<file path="src/rtl/hall_pkg.sv">
// Shared definitions for the Hall-effect rotation front-end.
// Used by the speed meter, the slice PLL and the status/SPI readback.
//   SPEED_W      width of the turn period (clk ticks)
//   HALL_N       number of Hall sensors
//   HALL_REF     index of the turn-reference sensor
//   HALL_HALF    index of the half-turn sensor
//   hall_state_t measurement state: IDLE (stalled), ARMED (one edge seen), RUN (period current)
package hall_pkg;

    localparam int unsigned SPEED_W   = 32;
    localparam int unsigned HALL_N    = 2;
    localparam int unsigned HALF_CNT_W = 2;

    // One-bit indices so they select a bit of the 2-bit sensor bus without width truncation.
    localparam logic [0:0] HALL_REF  = 1'b0;
    localparam logic [0:0] HALL_HALF = 1'b1;

    typedef enum logic [1:0] {
        IDLE  = 2'd0,
        ARMED = 2'd1,
        RUN   = 2'd2
    } hall_state_t;

    // Saturating increment for the per-turn sensor-1 edge counter.
    function automatic logic [HALF_CNT_W-1:0] sat_inc(input logic [HALF_CNT_W-1:0] v);
        if (v == {HALF_CNT_W{1'b1}}) begin
            return v;
        end
        return v + HALF_CNT_W'(1);
    endfunction

endpackage

</file>
<file path="src/rtl/hall_debounce.sv">
// Input path for one raw Hall pin: 2-FF synchroniser, stability filter, falling-edge pulse.
//   clk, nrst  system clock, asynchronous active-low reset
//   pin        raw sensor pin (active low, asynchronous to clk)
//   fall       one-cycle pulse when the filtered level goes 1 -> 0
// Pin-to-pulse latency is fixed (2 sync stages + DEBOUNCE_CYCLES samples), so edge spacing
// is preserved exactly for clean inputs.
module hall_debounce #(
    parameter int unsigned DEBOUNCE_CYCLES = 16
) (
    input  logic clk,
    input  logic nrst,
    input  logic pin,
    output logic fall
);

    localparam int unsigned CNT_W = (DEBOUNCE_CYCLES > 1) ? $clog2(DEBOUNCE_CYCLES) : 1;
    localparam logic [CNT_W-1:0] LAST = CNT_W'(DEBOUNCE_CYCLES - 1);

    logic             sync_a;
    logic             sync_b;
    logic             level;
    logic [CNT_W-1:0] run_cnt;

    // Synchroniser and filter; all flops reset to the inactive (high) level.
    always_ff @(posedge clk or negedge nrst) begin
        if (!nrst) begin
            sync_a  <= 1'b1;
            sync_b  <= 1'b1;
            level   <= 1'b1;
            run_cnt <= '0;
            fall    <= 1'b0;
        end else begin
            sync_a <= pin;
            sync_b <= sync_a;
            fall   <= 1'b0;
            if (sync_b == level) begin
                // Any sample agreeing with the current level restarts the run.
                run_cnt <= '0;
            end else if (run_cnt == LAST) begin
                // DEBOUNCE_CYCLES consecutive differing samples: take the new level.
                level   <= sync_b;
                run_cnt <= '0;
                fall    <= ~sync_b;
            end else begin
                run_cnt <= run_cnt + CNT_W'(1);
            end
        end
    end

endmodule

</file>
<file path="src/rtl/hall_speed_meter.sv">
// Hall-sensor speed meter: debounces both sensors, times consecutive turn-reference edges
// and reports each completed turn to the slice PLL.
//   clk, nrst      system clock, asynchronous active-low reset
//   hall[1:0]      raw pins, active low; [0] turn reference, [1] half-turn sensor
//   speed_data     ticks between the two most recent accepted reference edges
//   start_of_turn  one-cycle pulse, speed_data updated in the same cycle
//   speed_valid    a measured period is current
//   stalled        no valid period (reset, timeout, or still re-arming)
//   turn_err       one-cycle pulse with start_of_turn when the half-turn sensor did not
//                  fire exactly once during the finished turn
module hall_speed_meter
    import hall_pkg::*;
#(
    parameter int unsigned        DEBOUNCE_CYCLES = 16,
    parameter logic [SPEED_W-1:0] MIN_PERIOD      = 32'd4096,
    parameter logic [SPEED_W-1:0] TIMEOUT         = 32'd100_000_000
) (
    input  logic               clk,
    input  logic               nrst,
    input  logic [HALL_N-1:0]  hall,
    output logic [SPEED_W-1:0] speed_data,
    output logic               start_of_turn,
    output logic               speed_valid,
    output logic               stalled,
    output logic               turn_err
);

    logic [HALL_N-1:0]     fall;
    logic                  ref_edge;
    logic                  half_edge;
    hall_state_t           state;
    logic [SPEED_W-1:0]    cnt;
    logic [HALF_CNT_W-1:0] half_cnt;

    hall_debounce #(
        .DEBOUNCE_CYCLES(DEBOUNCE_CYCLES)
    ) u_deb_ref (
        .clk  (clk),
        .nrst (nrst),
        .pin  (hall[HALL_REF]),
        .fall (fall[HALL_REF])
    );

    hall_debounce #(
        .DEBOUNCE_CYCLES(DEBOUNCE_CYCLES)
    ) u_deb_half (
        .clk  (clk),
        .nrst (nrst),
        .pin  (hall[HALL_HALF]),
        .fall (fall[HALL_HALF])
    );

    assign ref_edge  = fall[HALL_REF];
    assign half_edge = fall[HALL_HALF];

    // Measurement FSM with period counter, half-turn counter and registered outputs.
    always_ff @(posedge clk or negedge nrst) begin
        if (!nrst) begin
            state         <= IDLE;
            cnt           <= '0;
            half_cnt      <= '0;
            speed_data    <= '0;
            start_of_turn <= 1'b0;
            speed_valid   <= 1'b0;
            stalled       <= 1'b1;
            turn_err      <= 1'b0;
        end else begin
            start_of_turn <= 1'b0;
            turn_err      <= 1'b0;

            // Free-running defaults; the state cases below override on edges/timeout.
            if (state != IDLE && cnt != TIMEOUT) begin
                cnt <= cnt + SPEED_W'(1);
            end
            if (half_edge) begin
                half_cnt <= sat_inc(half_cnt);
            end

            case (state)
                IDLE: begin
                    if (ref_edge) begin
                        state    <= ARMED;
                        cnt      <= SPEED_W'(1);
                        half_cnt <= HALF_CNT_W'(half_edge);
                    end
                end
                ARMED, RUN: begin
                    if (ref_edge) begin
                        // An edge takes priority over a coincident timeout.
                        if (cnt >= MIN_PERIOD) begin
                            state         <= RUN;
                            cnt           <= SPEED_W'(1);
                            speed_data    <= cnt;
                            start_of_turn <= 1'b1;
                            speed_valid   <= 1'b1;
                            stalled       <= 1'b0;
                            // First accept after arming has no complete turn to check.
                            turn_err      <= (state == RUN) && (half_cnt != HALF_CNT_W'(1));
                            // A coincident half-turn edge belongs to the new turn.
                            half_cnt      <= HALF_CNT_W'(half_edge);
                        end
                    end else if (cnt == TIMEOUT) begin
                        state       <= IDLE;
                        cnt         <= '0;
                        speed_data  <= '0;
                        speed_valid <= 1'b0;
                        stalled     <= 1'b1;
                    end
                end
                default: begin
                    state <= IDLE;
                end
            endcase
        end
    end

endmodule

</file>
<file path="config.mk">
export PLATFORM = sky130hd
export DESIGN_NAME = hall_speed_meter
export DESIGN_NICKNAME = d
export VERILOG_FILES = /design/src/rtl/hall_pkg.sv /design/src/rtl/hall_debounce.sv /design/src/rtl/hall_speed_meter.sv
export SDC_FILE = /design/constraint.sdc
export NUM_CORES = 1
export LEC_CHECK = 0
export CAP_MARGIN = 20
export CORE_UTILIZATION = 47
export CTS_CLUSTER_SIZE = 12
export DETAILED_ROUTE_END_ITERATION = 8
export GPL_TIMING_DRIVEN = 0
export PLACE_DENSITY = 0.67
export SLEW_MARGIN = 20
export SYNTH_ARGS = -nofsm -noshare
export SYNTH_HDL_FRONTEND = slang
export SYNTH_SLANG_ARGS = --single-unit
</file>
<file path="constraint.sdc">
create_clock -name clk -period 3.2 [get_ports clk]
set_clock_uncertainty 0.15 [all_clocks]
set_input_delay 0.64 -clock clk [delete_from_list [all_inputs] [get_ports clk]]
set_output_delay 0.64 -clock clk [all_outputs]
set_load 0.05 [all_outputs]
</file>
==> summary.md <==
| Metric | Value |
|---|---|
| Status | `completed` |
| Final std cell area, no fill | `roughly 5200 um^2` |
| Reg area | `roughly 2200 um^2` |
| Setup Buffers After CTS | `0` |
| Area delta synth->final | `17.46%` |
| Hold Crit Class | `in2async` |
| Worst skew pair latency | `between 0.3 and 0.4 ns` |
| DRC violations left | `0` |
| Register area share after synthesis | `50.01%` |
| Routed vias/inst | `5.798` |
| Root buffer cell | `clkbuf_8` |
| CTS sink cnt | `88` |
| Commonest non-fill, non-tap cells in the layout | `dfrtp_1, nand2_1, inv_1, clkdlybuf4s50_1, mux2i_1` |
| First-pass GRT wire length | `17,210 um` |
| Setup crit start kind | `register` |
| GPL Wtd Cong | `0.8676` |
| Top post-synthesis cells by area | `dfrtp_1, mux2i_1, nand2_1` |
| Fmax | `approximately 0.35 GHz` |
| Die area | `between 9000 and 10,000 um^2` |
| Critical path class | `reg2reg` |
| DR iter-0 viols | `268` |
| Yosys cell types | `46` |
| Top_reg_cell synth | `dfrtp_1` |
| Antenna Nets Post-Route | `0` |
| Layout cells sized above 1 | `8.434%` |
| Final-report setup violation count | `0` |
| Largest net degree at the start of global routing | `58` |
| Synth area leader | `dfrtp_1` |
| Worst-Margin Slew | `0.6958 ns` |
| DRT Pass-1 Iters | `4` |
| Initial core utilization | `48.07%` |
| Vias in the first global route | `3,509` |
| Final net count | `between 500 and 600` |
| CTS clk-pin slew, worst paths | `~0.1 ns` |
| Crit-path cells | `nor3_1, nand3_2, nor4_4, clkbuf_1, buf_2, o21ai_0, a22oi_1` |
| Max Cap Violations | `0` |
| Final hold vios | `0` |
| Buf/Inv on CP | `2` |
| Gr usage total | `22.27%` |
| Crit Path Max Fanout | `10` |
| Worst slew margin | `53.12%` |
| Syn Inst Count | `442` |
| Core footprint | `9196 um^2` |
| Final period utilization | `90.54%` |
| Max-slew violation count | `0` |
| CTS H-tree lvls | `3` |
| Die W | `between 90 and 100 um` |
| Via count | `3,531` |
| Final min period | `2.897 ns` |
| Area occupied by multi-input gates | `1922 um^2` |
| EDFF count, synth | `0` |
| Mapped cell area | `4420 um^2` |
| Family with the most delay on the worst path | `simple AND/OR/NAND/NOR gates` |
| Initial antenna violation count | `0` |
| CTS buffer count | `9` |
| Synth warn | `0` |
| Syn nets | `453` |
| Boundary Pins | `40` |
| Site Rows | `35` |
| Critical path endpoint category | `register` |
| Avg Inst Size Synth | `10.00 um^2` |
| Filler cells | `819` |
| Hold slack | `0.05212 ns` |
| Commonest non-fill, non-tap cell in the layout | `dfrtp_1` |
| DP Area | `between 4000 and 5000 um^2` |
| CTS tree | `yes` |
| Drt wl/cell | `16.60 um` |
| Post-Route WL | `10,110 um` |
| IO Port Bufs | `39` |
| GRT overflow | `0` |
| Seq cells post-synth | `approximately 90` |
| RSZ-0062 raised after global routing | `false` |
| Dpl hpwl | `approximately 6900 um` |
| Share of Yosys cell area claimed by the top area cell type | `a little under half` |
| Crit-path max cell delay | `0.54 ns` |
| Die height | `roughly 99 um` |
| CTS max path bufs | `2` |
| WP data arrival | `3.01 ns` |
| Fraction of registers with async set/reset | `100.0%` |
| Worst EP required | `3.32 ns` |
| Leakage | `2.102 nW` |
| Slowest cell on the critical path | `nor4_4` |
| PD cells | `382.4 nW/um^2` |
| N_diodes | `0` |
| Max rail drop VDD | `0.2425 mV` |
==> sequential cells by signal (all words and copies together), names as in the netlist, 2 cells and up <==
| register | flops |
|---|---|
| cnt | 32 |
| half_cnt | 2 |
| speed_data | 32 |
| state | 2 |
| u_deb_half.run_cnt | 4 |
| u_deb_ref.run_cnt | 4 |
==> area by class of cell <==
class / instances / share of cell area, %
multi-input cells: 285 / 37.01
clock buffers: 13 / 3.253
inverters: 43 / 3.108
well taps: 111 / 2.675
flip-flops and latches: 88 / 42.58
plain buffers: 26 / 2.602
repair buffers: 40 / 8.000
clock inverters: 3 / 0.7711
==> per-layer routing <==
metal | up-vias | track usage [%] | wire (um)
li1 | 1667 | - | -
met2 | 87 | 36.31 | 4839
met1 | 1766 | 29.88 | 4700
met4 | 0 | 6.659 | 126
met3 | 11 | 4.823 | 440
met5 | - | 0 | 0
==> stage by stage <==
| stage | total power, mW | worst slack (ns) | utilization [%] | instances | setup TNS (ns) |
|---|---|---|---|---|---|
| 2_1_floorplan | 1.162 | 0.8025 | - | 442 | 0 |
| 3_3_place_gp | 1.190 | -1.866 | 53.82 | 592 | -156.26 |
| 3_5_place_dp | 1.196 | 0.2689 | 54.10 | 593 | 0 |
| 4_1_cts | 2.004 | 0.1989 | 56.37 | 609 | 0 |
| 5_1_grt | 2.056 | 0.08728 | 56.46 | 609 | 0 |
| 6_report | 1.986 | 0.3027 | 56.46 | 609 | 0 |
==> worst paths after layout <==
| path | start | to | slack (ns) | cells past startpoint |
|---|---|---|---|---|
| min in group clk | u_deb_half.sync_a$_DFF_PN1_ | u_deb_half.sync_b$_DFF_PN1_ | 0.21 | 0 |
| worst min-delay path | nrst | speed_data[15]$_DFFE_PN0P_ | 0.05 | 1 |
| worst max register to register | cnt[12]$_DFF_PN0_ | cnt[1]$_DFF_PN0_ | 0.30 | 7 |
| worst min register to register | u_deb_half.sync_a$_DFF_PN1_ | u_deb_half.sync_b$_DFF_PN1_ | 0.21 | 0 |
| worst max-delay path | cnt[12]$_DFF_PN0_ | cnt[1]$_DFF_PN0_ | 0.30 | 7 |
| max in group asynchronous | nrst | u_deb_ref.sync_a$_DFF_PN1_ | 2.16 | 2 |
==> where the power goes <==
group	switching, mW	internal [mW]	leakage, nW
clock	0.390	0.423	0.109
sequential	0.00805	1.12	1.20
combinational	0.0282	0.0143	0.792
total	0.426	1.56	2.10
==> synth_stat cells, types with 2 or more instances <==
| library cell | number |
|---|---|
| and4_1 | 5 |
| dfrtp_1 | 81 |
| buf_2 | 6 |
| ha_1 | 7 |
| nor4_2 | 2 |
| nor3_1 | 7 |
| a22oi_1 | 16 |
| o21ai_0 | 9 |
| inv_1 | 43 |
| nor2_1 | 12 |
| mux2i_1 | 32 |
| o31ai_1 | 13 |
| and2_1 | 2 |
| or4_1 | 14 |
| mux2_2 | 2 |
| a21oi_1 | 29 |
| a221oi_1 | 2 |
| xor2_1 | 10 |
| xnor2_1 | 9 |
| buf_6 | 4 |
| dfstp_2 | 7 |
| clkbuf_1 | 15 |
| and3_1 | 4 |
| nor3b_1 | 5 |
| nand3_1 | 15 |
| nand4b_1 | 3 |
| nor2b_1 | 3 |
| o41ai_1 | 2 |
| nor4_1 | 5 |
| nand2_1 | 51 |
| nand4_1 | 10 |
| or3_1 | 3 |
==> what timing repair did <==
action | 4_1_cts | 5_1_grt
resized for setup | 0 | 1
hold endpoints to repair | 0 | 0
endpoints found under the setup margin | 0 | 7
hold buffers | 0 | 0
==> kinds of logic (layout without fill, tap and decap cells) <==
logic type | count (synthesis) | count (layout) | share of synthesized area, %
AO/OA/AOI/OAI | 80 | 80 | 12.03
XOR/XNOR | 19 | 19 | 3.765
adder cells (fa/ha/maj) | 7 | 7 | 1.981
buffers and inverters | 69 | 125 | 6.708
flip-flops | 88 | 88 | 50.01
multiplexers | 34 | 34 | 7.755
AND/OR/NAND/NOR | 145 | 145 | 17.75
No activity file was read; power rests on OpenSTA's default activity.
==> RTL edit (same settings) <==
Encoding of `hall_state_t`: now one-hot (3 bits for 3 states).
--- a/src/rtl/hall_pkg.sv
+++ b/src/rtl/hall_pkg.sv
@@ -15,10 +15,10 @@
     localparam logic [0:0] HALL_REF  = 1'b0;
     localparam logic [0:0] HALL_HALF = 1'b1;
 
-    typedef enum logic [1:0] {
-        IDLE  = 2'd0,
-        ARMED = 2'd1,
-        RUN   = 2'd2
+    typedef enum logic [2:0] {
+        IDLE  = 3'b001,
+        ARMED = 3'b010,
+        RUN   = 3'b100
     } hall_state_t;
 
     // Saturating increment for the per-turn sensor-1 edge counter.
Behaviour: no difference found for any inputs over 10 cycles, from zero or initial values and one cycle with nrst low; not proved beyond that.
==> RTL edit against the unedited design <==
Final cell count down 3.8%; sequential cell count up 1; power down 1.6%; largest cell class unchanged; hold slack better by 60 ps; wire length down 13%; setup slack better by 160 ps; design area down 3.1%; critical path type unchanged; synthesized area down 3.3%; largest power group unchanged.
==> RTL edit: results <==
group,metric,value,unit
global_route,grt_max_degree,50,
global_route,antenna_found_initial,0,
critical_path,cp-endpoint,"speed_data[23]$_DFFE_PN0P_",
global_route,grt_use_met3,0.03525,
global_route,grt_pass1_wl,15.10,mm
routing,met2_length,4.265,mm
hold_path,hold_class,"in -> async",
routing,wl_met3,428,um
routing,vias_per_cell,5.456,
placed_design,io_buffer_count,39,
synth,ys_seq_area_frac,0.5236,
clock_network,cts_resized,0,
finish,final_nets,481,
timing,hold_viol_final,0,
finish,multiInputGateArea,1784,sq um
clock_network,cts_setup_buffers,0,
synth,synth_cell_types,44,
routing,totalWireLength,8.793,mm
timing,whs,111.9,ps
routing,wl_met1,3.966,mm
critical_path,reg2reg_slack,460,ps
power_and_ir_drop,ir_drop,250.0,uV
critical_path,worstPathArrival,2870,ps
synth,syn_nets,430,
power_and_ir_drop,p_leak,2.042,nW
routing,drt_iter0_drc,206,
critical_path,cpMaxStageDelayCell,"dfrtp_1",
finish,antenna_cells,0,
critical_path,max_stage_delay,460,ps
power_and_ir_drop,power_frac_clock,0.394,
clock_network,cts_made_buffers,9,
finish,largestRegisters,"cnt (32), speed_data (32)",
power_and_ir_drop,swShare,0.2258,
global_route,grt_use_total,0.2000,
status,outcome,"complete, no violations",
global_route,use_met1,0.2679,
finish,area_growth,17.72,%
placed_design,dpl-instance-area,4823,sq um
synth,synth_common_cells,"dfrtp_1 (81), nand2_1 (47), inv_1 (40)",
synth,synthTopCellsByArea,"dfrtp_1 (47%), mux2i_1 (6.8%), dfstp_2 (4.9%)",
placed_design,gp_congestion,0.8782,
critical_path,critPathLaunch,"cnt[0]$_DFF_PN0_",
synth,ys.flop_type,"dfrtp_1",
critical_path,r2r_cells,9,
critical_path,reg2reg_to,"speed_data[23]$_DFFE_PN0P_",
critical_path,cp_max_fo,10,
global_route,met2_usage,0.3185,
placed_design,dp_hpwl,6.250,mm
timing,max_slew_margin,0.4509,
finish,fillerInstances,787,
clock_network,clk-insertion-delay-late,360,ps
finish,drive_above_1_share,0.1046,
## RTL edit: per-stage QoR
step | cells | power, mW | setup WS (ps)
floorplan | 422 | 1.175 | 833.4
global placement | 569 | 1.203 | -1873
detailed placement | 570 | 1.209 | 471.8
CTS | 586 | 1.975 | 451.5
global route | 586 | 2.026 | 239.6
finish | 586 | 1.954 | 461.4
## RTL edit: layout make-up
| type | instances | share of cell area |
|---|---|---|
| clock buffers | 10 | 0.02537 |
| well taps | 108 | 0.02687 |
| inverters | 40 | 0.02985 |
| repair buffers | 40 | 0.08259 |
| flip-flops and latches | 89 | 0.4448 |
| multi-input cells | 276 | 0.3547 |
| clock inverters | 6 | 0.01343 |
| plain buffers | 17 | 0.02239 |
## RTL edit: logic make-up after synthesis
family,Yosys count,synth area share
XOR/XNOR,28,0.05739
multiplexers,31,0.07321
adder cells (fa/ha/maj),4,0.01171
flip-flops,89,0.5236
AND/OR/NAND/NOR,173,0.2103
AO/OA/AOI/OAI,40,0.06238
buffers and inverters,57,0.06149
